**src/rtl/mem_fetch_pkg.sv**
```systemverilog
// Shared definitions for the fetch initiator and the memory model: bus widths
// and the command encoding both sides of the request handshake agree on.
package mem_fetch_pkg;

  localparam int ADDRESS_WIDTH = 32;
  localparam int DATA_WIDTH    = 32;

  localparam int                       MEM_CMD_WIDTH = 2;
  localparam logic [MEM_CMD_WIDTH-1:0] MEM_CMD_READ  = 2'd0;
  localparam logic [MEM_CMD_WIDTH-1:0] MEM_CMD_WRITE = 2'd1;

endpackage

```
**src/rtl/mem_fetch_fifo.sv**
```systemverilog
// Small synchronous FIFO holding {pc, word} pairs between fetch and decode.
// Pointers wrap naturally at DEPTH (a power of two); flush empties it in one edge.
module mem_fetch_fifo #(
  parameter int WIDTH = 64,
  parameter int DEPTH = 4
) (
  input  logic                     clk,
  input  logic                     reset,
  input  logic                     push,
  input  logic                     pop,
  input  logic                     flush,
  input  logic [WIDTH-1:0]         wdata,
  output logic [WIDTH-1:0]         rdata,
  output logic [$clog2(DEPTH):0]   count,
  output logic                     empty,
  output logic                     full
);

  localparam int PTR_W = $clog2(DEPTH);
  localparam int CNT_W = PTR_W + 1;

  logic [WIDTH-1:0] mem [DEPTH];
  logic [PTR_W-1:0] wr_ptr;
  logic [PTR_W-1:0] rd_ptr;

  always_ff @(posedge clk) begin
    if (reset || flush) begin
      wr_ptr <= '0;
      rd_ptr <= '0;
      count  <= '0;
    end else begin
      if (push) wr_ptr <= wr_ptr + PTR_W'(1);
      if (pop)  rd_ptr <= rd_ptr + PTR_W'(1);
      case ({push, pop})
        2'b10:   count <= count + CNT_W'(1);
        2'b01:   count <= count - CNT_W'(1);
        default: count <= count;
      endcase
    end
  end

  // Storage is data only; stale contents are never visible because count gates them.
  always_ff @(posedge clk) begin
    if (push) mem[wr_ptr] <= wdata;
  end

  assign rdata = mem[rd_ptr];
  assign empty = (count == '0);
  assign full  = (count == CNT_W'(DEPTH));

endmodule

```
**src/rtl/mem_fetch.sv**
```systemverilog
// Instruction-fetch initiator: one outstanding read at a time, sequential PC,
// responses buffered as {pc, word}; redirects flush and drop any in-flight reply.
module mem_fetch
  import mem_fetch_pkg::*;
#(
  parameter logic [ADDRESS_WIDTH-1:0] RESET_PC   = '0,
  parameter int                       FIFO_DEPTH = 4
) (
  input  logic                     clk,
  input  logic                     reset,
  output logic [ADDRESS_WIDTH-1:0] o_mem_address,
  output logic [DATA_WIDTH-1:0]    o_mem_data,
  output logic [MEM_CMD_WIDTH-1:0] o_mem_cmd,
  output logic                     o_mem_valid,
  input  logic                     i_mem_ready,
  input  logic [DATA_WIDTH-1:0]    i_mem_data,
  input  logic                     i_mem_res_valid,
  output logic                     o_mem_res_ready,
  input  logic                     i_redirect,
  input  logic [ADDRESS_WIDTH-1:0] i_redirect_pc,
  output logic                     o_valid,
  output logic [DATA_WIDTH-1:0]    o_instr,
  output logic [ADDRESS_WIDTH-1:0] o_pc,
  input  logic                     i_ready
);

  localparam int CNT_W = $clog2(FIFO_DEPTH) + 1;
  localparam int ENT_W = ADDRESS_WIDTH + DATA_WIDTH;

  typedef enum logic {
    S_ISSUE = 1'b0,
    S_WAIT  = 1'b1
  } state_t;

  state_t                   state, state_next;
  logic                     drop, drop_next;
  logic [ADDRESS_WIDTH-1:0] fetch_pc, fetch_pc_next;

  logic             req_accept, res_accept;
  logic             push, pop;
  logic [ENT_W-1:0] head;
  logic [CNT_W-1:0] count;
  logic             empty, full;

  assign o_mem_address   = fetch_pc;
  assign o_mem_data      = '0;
  assign o_mem_cmd       = MEM_CMD_READ;
  assign o_mem_valid     = (state == S_ISSUE) && (count < CNT_W'(FIFO_DEPTH));
  assign o_mem_res_ready = (state == S_WAIT);
  assign o_valid         = !empty;
  assign o_pc            = head[ENT_W-1:DATA_WIDTH];
  assign o_instr         = head[DATA_WIDTH-1:0];

  assign req_accept = o_mem_valid && i_mem_ready;
  assign res_accept = i_mem_res_valid && o_mem_res_ready;

  // Redirect outranks both FIFO operations; the flush clears everything anyway.
  assign push = res_accept && !drop && !i_redirect && !full;
  assign pop  = o_valid && i_ready && !i_redirect;

  always_comb begin
    state_next    = state;
    drop_next     = drop;
    fetch_pc_next = fetch_pc;
    case (state)
      S_ISSUE: begin
        drop_next = 1'b0;
        if (req_accept) begin
          state_next = S_WAIT;
          drop_next  = i_redirect;
        end
      end
      S_WAIT: begin
        if (res_accept) begin
          state_next = S_ISSUE;
          drop_next  = 1'b0;
          if (!drop && !i_redirect)
            fetch_pc_next = fetch_pc + ADDRESS_WIDTH'(DATA_WIDTH / 8);
        end else if (i_redirect) begin
          drop_next = 1'b1;
        end
      end
      default: begin
        state_next = S_ISSUE;
        drop_next  = 1'b0;
      end
    endcase
    if (i_redirect) fetch_pc_next = i_redirect_pc;
  end

  always_ff @(posedge clk) begin
    if (reset) begin
      state    <= S_ISSUE;
      drop     <= 1'b0;
      fetch_pc <= RESET_PC;
    end else begin
      state    <= state_next;
      drop     <= drop_next;
      fetch_pc <= fetch_pc_next;
    end
  end

  mem_fetch_fifo #(
    .WIDTH (ENT_W),
    .DEPTH (FIFO_DEPTH)
  ) u_fifo (
    .clk   (clk),
    .reset (reset),
    .push  (push),
    .pop   (pop),
    .flush (i_redirect),
    .wdata ({fetch_pc, i_mem_data}),
    .rdata (head),
    .count (count),
    .empty (empty),
    .full  (full)
  );

endmodule
```
**config.mk**
```make
export PLATFORM = sky130hd
export DESIGN_NAME = mem_fetch
export DESIGN_NICKNAME = d
export VERILOG_FILES = /design/src/rtl/mem_fetch_pkg.sv /design/src/rtl/mem_fetch_fifo.sv /design/src/rtl/mem_fetch.sv
export SDC_FILE = /design/constraint.sdc
export NUM_CORES = 1
export LEC_CHECK = 0
export CORE_UTILIZATION = 41
export CTS_CLUSTER_SIZE = 10
export DETAILED_ROUTE_END_ITERATION = 6
export PLACE_DENSITY_LB_ADDON = 0.25
export SYNTH_ARGS = -nofsm -noshare
export SYNTH_HDL_FRONTEND = slang
export SYNTH_HIERARCHICAL = 1
export SYNTH_SLANG_ARGS = --single-unit
export TNS_END_PERCENT = 10
```
**constraint.sdc**
```tcl
create_clock -name clk -period 3.67 [get_ports clk]
set_clock_uncertainty 0.15 [all_clocks]
set_input_delay 0.367 -clock clk [delete_from_list [all_inputs] [get_ports clk]]
set_output_delay 0.367 -clock clk [all_outputs]
set_load 0.01 [all_outputs]
```
Word level (Yosys, flattened, before mapping)
Memory sizes are Yosys's and may differ from the RTL's. A register that Yosys moved wholly into a read port is not among the register bits.
Cells that the tools add are included.
{"block": "totals", "regBits": 41, "ramBits": 256, "inputBits": 70, "out_inout_bits": 133, "wordCells": 54, "memories": 1}
{"memory": "u_fifo.mem", "words": 4, "word_bits": 64, "rd": 1, "rd_clocked_by_memory_dff": 1, "wr": 1, "line_no": "mem_fetch_fifo.sv:22", "rtl": "logic [WIDTH-1:0] mem [DEPTH];"}
{"block": "classes", "n_addsub": 5, "order_cmp": 1, "eq_ne": 4, "muxes": 16, "bitwise": 1, "reduce_logical": 20}
{"operator": "$mux W32", "n": 4}
{"operator": "$add A32 B3 Y32 const B", "n": 1}
{"operator": "$logic_and A1 B1 Y1", "n": 9}
{"operator": "$reduce_bool A2 Y1", "n": 4}
{"operator": "$mux W1", "n": 7}
{"operator": "$pmux W3 S2", "n": 1}
{"operator": "$add A2 B1 Y2 const B", "n": 2}
{"operator": "$logic_not A1 Y1", "n": 4}
{"operator": "$mux W2", "n": 2}
{"operator": "$pmux W1 S2", "n": 2}
{"operator": "$add A3 B1 Y3 const B", "n": 1}
{"operator": "$eq A3 B3 Y1 const B", "n": 1}
{"operator": "$logic_not A3 Y1", "n": 1}
{"operator": "$lt A3 B3 Y1 const B", "n": 1}
{"operator": "$ne A3 B2 Y1 const B", "n": 1}
{"operator": "$reduce_and A3 Y1", "n": 1}
{"operator": "$sub A3 B1 Y3 const B", "n": 1}
{"operator": "$eq A2 B1 Y1 const B", "n": 1}
{"operator": "$eq A2 B2 Y1 const B", "n": 1}
{"operator": "$logic_or A1 B1 Y1", "n": 1}
{"operator": "$not A1 Y1", "n": 1}

Depth between registers and ports, before layout
Gate-level depths: netlist of run 1.
{"block": "logic_depth", "ltp_word": 6, "depth_mapped": 10, "mapped_depth_nobuf": 10}

Hierarchy
Netlist of run 1, hierarchy kept.
{"module": "mem_fetch_fifo", "instances": 1, "cells_each": 382, "area_per_inst_um2": 9750.6, "seq_area_each_um2": 7867.5}
{"module": "mem_fetch", "instances": 1, "cells_each": 279, "area_per_inst_um2": 2245.9, "seq_area_each_um2": 680.7}

Worst setup path after synthesis of run 1
Ideal clock, no wire load.
{"block": "synth_timing", "path_type": "input to register", "from": "input i_redirect", "to": "memory u_fifo.mem[0][0], enable pin", "setup_time_ns": 0.429, "arrival_ns": 2.797, "t_required_ns": 3.091, "setup_slack_ns": 0.295, "cell_stages": 4, "path_buffers": 2, "cell_sequence": "clkbuf_1 -> clkbuf_1 -> nor3_1 -> and2_1"}
{"block": "synth_via", "elab_chain_len": 5}
{"element": "start, declared", "line_no": "mem_fetch.sv:19", "rtl": "input logic i_redirect,"}
{"element": "$logic_not A1 Y1", "line_no": "mem_fetch.sv:58", "rtl": "assign push = res_accept && !drop && !i_redirect && !full;"}
{"element": "$logic_and A1 B1 Y1 (2 in a row)", "line_no": "mem_fetch.sv:58"}
{"element": "named net push", "line_no": "mem_fetch.sv:40", "rtl": "logic push, pop;"}
{"element": "$mux W1", "line_no": "mem_fetch_fifo.sv:44", "rtl": "if (push) mem[wr_ptr] <= wdata;"}
{"element": "$mux W1 (implied by the code)", "line_no": "mem_fetch_fifo.sv:44"}
{"element": "end, declared", "line_no": "mem_fetch_fifo.sv:22"}
The timed path passes the listed nets, and every way through them passes these cells.

==> reports/metrics.yaml, run 1 <==
insertion_delay_ns: 0.50
grt_antenna_before_repair: 0
cts_max_level: 2
finalSetupViolations: 0
initial_core_util: 0.417
cts_hold_buffers: 0
place_area_mm2: 0.0140
clkSinkCount: 299
rows: 62
hold_violations: 0
maxCapViolCount: 0
nFillCells: 2326
via_count: 6314
crit_required_ns: 3.15
grt_use_total: 0.165
synth.distinct_cells: 45
viasPerCell: 5.03
clk_path_buf_depth: 3
grt_pass1_wl_mm: 37.5
synth_top_area_frac: 0.641
drive_gt1_frac: 0.153
grt_max_degree: 65
syn_inst: 661
setup_ws_ns: 0.544
slew_viol_final: 0
min_path_type: "in -> reg"
fin_cells: 1255
place_inst: 1203
die_w_um: 173
diodes: 0
layout_min_cycle_time_ns: 3.13
drt_iter0_markers: 449
critPathMaxStageDelay_ns: 0.70
vdd_ir_drop_max_uv: 254
ys_seq_area_frac: 0.713
rsz0062_at_grt: "no"
cpMaxStageDelayCell: "dfxtp_4"
start_kind: "register"
cp-end-kind: "primary output"
place.gp.congestion: 0.781
tightest_slew_ns: 0.740
core_area_mm2: 0.0288
maxSlewHeadroom: 0.506
synth_edf_count: 256
clock_tree.root_cell: "clkbuf_16"
tns_ns: 0
pre_cts_ws_ns: 0.908
avgSynthCellArea_um2: 18.1
outcome: "complete, no violations"
port_buffers: 168
cts_tree: "yes"
synth_area_mm2: 0.0120
cts_setup_buffers: 0
dieArea_mm2: 0.0299
area_growth_pct: 25.4
grt_pass1_vias: 6375
p_per_area_mw_per_mm2: 482
async_flop_share: 0
drc: 0
cts_made_buffers: 36
yosys.area.top_type: "edfxtp_1"
ys_seq_elements: 299
ioPinCount: 203
ant_nets: 0
yosys_warnings: 6
cp_num_buf_inv: 2
final_core_util: 0.523
ys.flop_type: "edfxtp_1"
arrival_ns: 2.61
wl_mm: 24.6
die_y_um: 173
leakage_nw: 5.01
fmax_mhz: 320
synth_top_cells_by_area: "edfxtp_1, mux4_2, dfxtp_1"
path_delay_family: "buffers and inverters"
whs_ns: 0.245
globalRouteOverflowTotal: 0
crit_path_cell_trace: "buf_12 > mux4_2 > clkdlybuf4s50_1"
routedWlPerCell_um: 19.6
finalCritPeriodShare: 0.852
cts.repair.resized: 0
cp_max_fo: 26
dp_hpwl_mm: 15.7
p_total_mw: 7.25
path_clk_slew_ns: 0.06
criticalPathCategory: "reg -> out"
dr.pass1.iters: 4
fin_nets: 934
fin_area_mm2: 0.0150
## cells in the final DEF, fill, tap and decap left out, drive strengths merged, types with 18 or more instances in the layout
cell / n
edfxtp: 256
clkdlybuf4s50: 167
mux4: 64
clkbuf: 47
dfxtp: 43
conb: 34
inv: 29
nor2: 28
a21oi: 26
nand2: 21
o21a: 19
buf: 19
xnor2: 18
## worst paths after layout
check	from	end	slack (ns)	depth (start not counted)
hold / removal	i_redirect	o_mem_address[4]	0.24	3
setup reg to reg	u_fifo/count[2]	u_fifo/count[2]	1.21	8
hold reg to reg	u_fifo/count[1]	u_fifo/count[1]	0.38	2
setup / recovery	register	o_pc[29]	0.54	3
## cell usage after synthesis (2+ instances only)
library cell,count
edfxtp_1,256
mux4_2,60
dfxtp_1,43
buf_4,34
nor2_1,28
inv_1,27
a21oi_1,26
nand2_1,21
o21a_1,19
xnor2_1,18
xor2_1,15
clkbuf_1,12
nand4_1,11
nor3_1,9
and2_1,7
mux2i_1,7
nand3_1,7
and3_1,6
buf_12,6
buf_2,6
ha_1,6
mux4_1,4
and4_1,3
nor2b_1,3
o21ai_0,3
buf_6,2
nand3b_1,2
nor4_1,2
nor4_4,2
## layout make-up
| cell class | count | area, µm² | area share |
|---|---|---|---|
| sequential | 299 | 8560 | 0.569 |
| clock inverter | 5 | 56.3 | 0.00374 |
| timing repair buffer | 186 | 1890 | 0.125 |
| inverter | 27 | 101 | 0.00674 |
| tap | 384 | 480 | 0.0319 |
| clock buffer | 47 | 963 | 0.0640 |
| multi-input combinational | 307 | 3000 | 0.200 |
## per-layer routing
layer / vias to the layer above / global-route usage / wire length, µm
met5: - / 0 / 0
li1: 2887 / - / -
met1: 3179 / 0.241 / 11700
met2: 213 / 0.251 / 11100
met4: 0 / 0.0431 / 376
met3: 35 / 0.0363 / 1460
## worst register-to-register path: cells and delay by family (launching register included)
kind                     cells  cell delay, ns
AO/OA/AOI/OAI                1            0.14
XOR/XNOR                     1            0.15
adder cells (fa/ha/maj)      2            0.64
buffers and inverters        1            0.06
flip-flops                   1            0.40
AND/OR/NAND/NOR              3            0.84
## report_power, final
part	switching [mW]	internal, mW
registers	0.0690	3.73
logic	0.146	0.180
clock network	1.23	1.89
total	1.45	5.81
## flip-flops by register name, summed over array words and instances, names as in the netlist, named ones only
name             cells
drop                 1
u_fifo/mem         256
u_fifo/wr_ptr        2
u_fifo/count         3
u_fifo/rd_ptr        2
o_mem_address       32
o_mem_res_ready      1
## cell families after synthesis
group / share of synthesized area
xor+xnor: 0.0241
buf+inv: 0.0483
flops: 0.713
compound gates: 0.0254
simple gates: 0.0532
other cells: 0.000313
mux: 0.128
fa+ha+maj: 0.00793
No activity file was read; power rests on OpenSTA's default activity.
==> run 2, diff against run 1 <==
- CORE_UTILIZATION: 41 -> 53
- MAX_ROUTING_LAYER: not set -> met4
==> reports/metrics.yaml, run 2 (synthesis results as in run 1) <==
layout_commonest_cell: "edfxtp_1"
multi_input_area_mm2: 0.00300
cts_setup_buffers: 0
start_kind: "register"
clock_tree.root_cell: "clkbuf_16"
ant_nets: 0
grt_pass1_vias: 6639
hold_violations: 0
critPathMaxStageDelay_ns: 0.62
ioPinCount: 203
via_count: 6374
dr.pass1.iters: 7
tightest_slew_ns: 0.976
finalCritPeriodShare: 0.821
initial_core_util: 0.545
leakage_nw: 4.95
rsz0062_at_grt: "no"
rows: 54
routedWlPerCell_um: 21.2
cts_tree: "yes"
core_area_mm2: 0.0220
cp_max_fo: 23
min_path_type: "in -> reg"
regArea_mm2: 0.00856
p_total_mw: 7.14
drive_gt1_frac: 0.143
cts_max_level: 2
path_clk_slew_ns: 0.05
port_buffers: 168
drt_iter0_markers: 478
viasPerCell: 5.58
vdd_ir_drop_max_uv: 306
drc: 11
dieArea_mm2: 0.0232
maxSlewHeadroom: 0.349
largest_register_ffs: 256
cpMaxStageDelayCell: "dfxtp_4"
dp_hpwl_mm: 15.0
cts_hold_buffers: 0
cts.repair.resized: 0
grt_use_total: 0.222
cts_made_buffers: 35
die_w_um: 152
globalRouteOverflowTotal: 0
fin_nets: 927
place.gp.congestion: 0.861
p_per_area_mw_per_mm2: 482
crit_path_cell_trace: "buf_12 > mux4_1 > clkdlybuf4s50_1"
top_register: "u_fifo/mem"
maxCapViolCount: 0
setup_ws_ns: 0.657
insertion_delay_ns: 0.49
criticalPathCategory: "reg -> out"
crit_required_ns: 3.15
layout_min_cycle_time_ns: 3.01
grt_max_degree: 65
slew_viol_final: 0
diodes: 0
final_cell_mix: "edfxtp_1, clkdlybuf4s50_1, mux4_2"
nFillCells: 1462
tns_ns: 0
clkSinkCount: 299
fmax_mhz: 332
grt_pass1_wl_mm: 38.1
cp-end-kind: "primary output"
grt_antenna_before_repair: 0
clk_path_buf_depth: 3
pre_cts_ws_ns: 0.865
wl_mm: 24.3
violations: "DRC"
arrival_ns: 2.50
finalSetupViolations: 0
die_y_um: 152
cp_num_buf_inv: 2
area_growth_pct: 23.6
path_delay_family: "buffers and inverters"
outcome: "finished with violations"
==> run 2: worst register-to-register path, stage by stage, from the launching register on <==
cell	delay, ns
dfxtp_1	0.40
nor3_1	0.11
nor3b_1	0.46
ha_1	0.28
inv_1	0.06
fa_1	0.39
xor2_1	0.16
or3_1	0.31
a21oi_1	0.17
==> run 2: worst paths after layout <==
kind | cells after the start | end | slack [ns] | from
min reg2reg | 2 | drop | 0.39 | drop
min | 3 | register | 0.16 | i_redirect
max | 3 | o_pc[31] | 0.66 | register
max reg2reg | 8 | u_fifo/count[2] | 1.10 | u_fifo/count[2]
==> run 2: area by class of cell <==
cell class,instances,share of cell area
sequential,299,0.577
multi-input combinational,307,0.203
timing repair buffer,180,0.124
clock buffer,50,0.0657
tap,280,0.0236
inverter,27,0.00684
==> run 2: metrics by stage <==
| step | hold slack (ns) | util | area [µm²] | cells |
|---|---|---|---|---|
| floorplan | 0.316 | - | 12100 | 694 |
| global placement | 0.349 | 0.629 | 13900 | 1093 |
| detailed placement | 0.375 | 0.629 | 13900 | 1093 |
| CTS | 0.131 | 0.673 | 14800 | 1143 |
| global route | 0.167 | 0.673 | 14800 | 1143 |
| finish | 0.159 | 0.673 | 14800 | 1143 |
==> run 2: routing by layer <==
layer	routed length (µm)	GRT usage
met5	0	-
met4	371	0.0572
met3	1620	0.0390
met2	11500	0.336
met1	10800	0.315
==> run 2: where the power goes <==
part | total (mW) | switching [mW] | internal [mW]
Sequential | 3.80 | 0.0685 | 3.73
Combinational | 0.328 | 0.147 | 0.181
Clock | 3.01 | 1.20 | 1.82
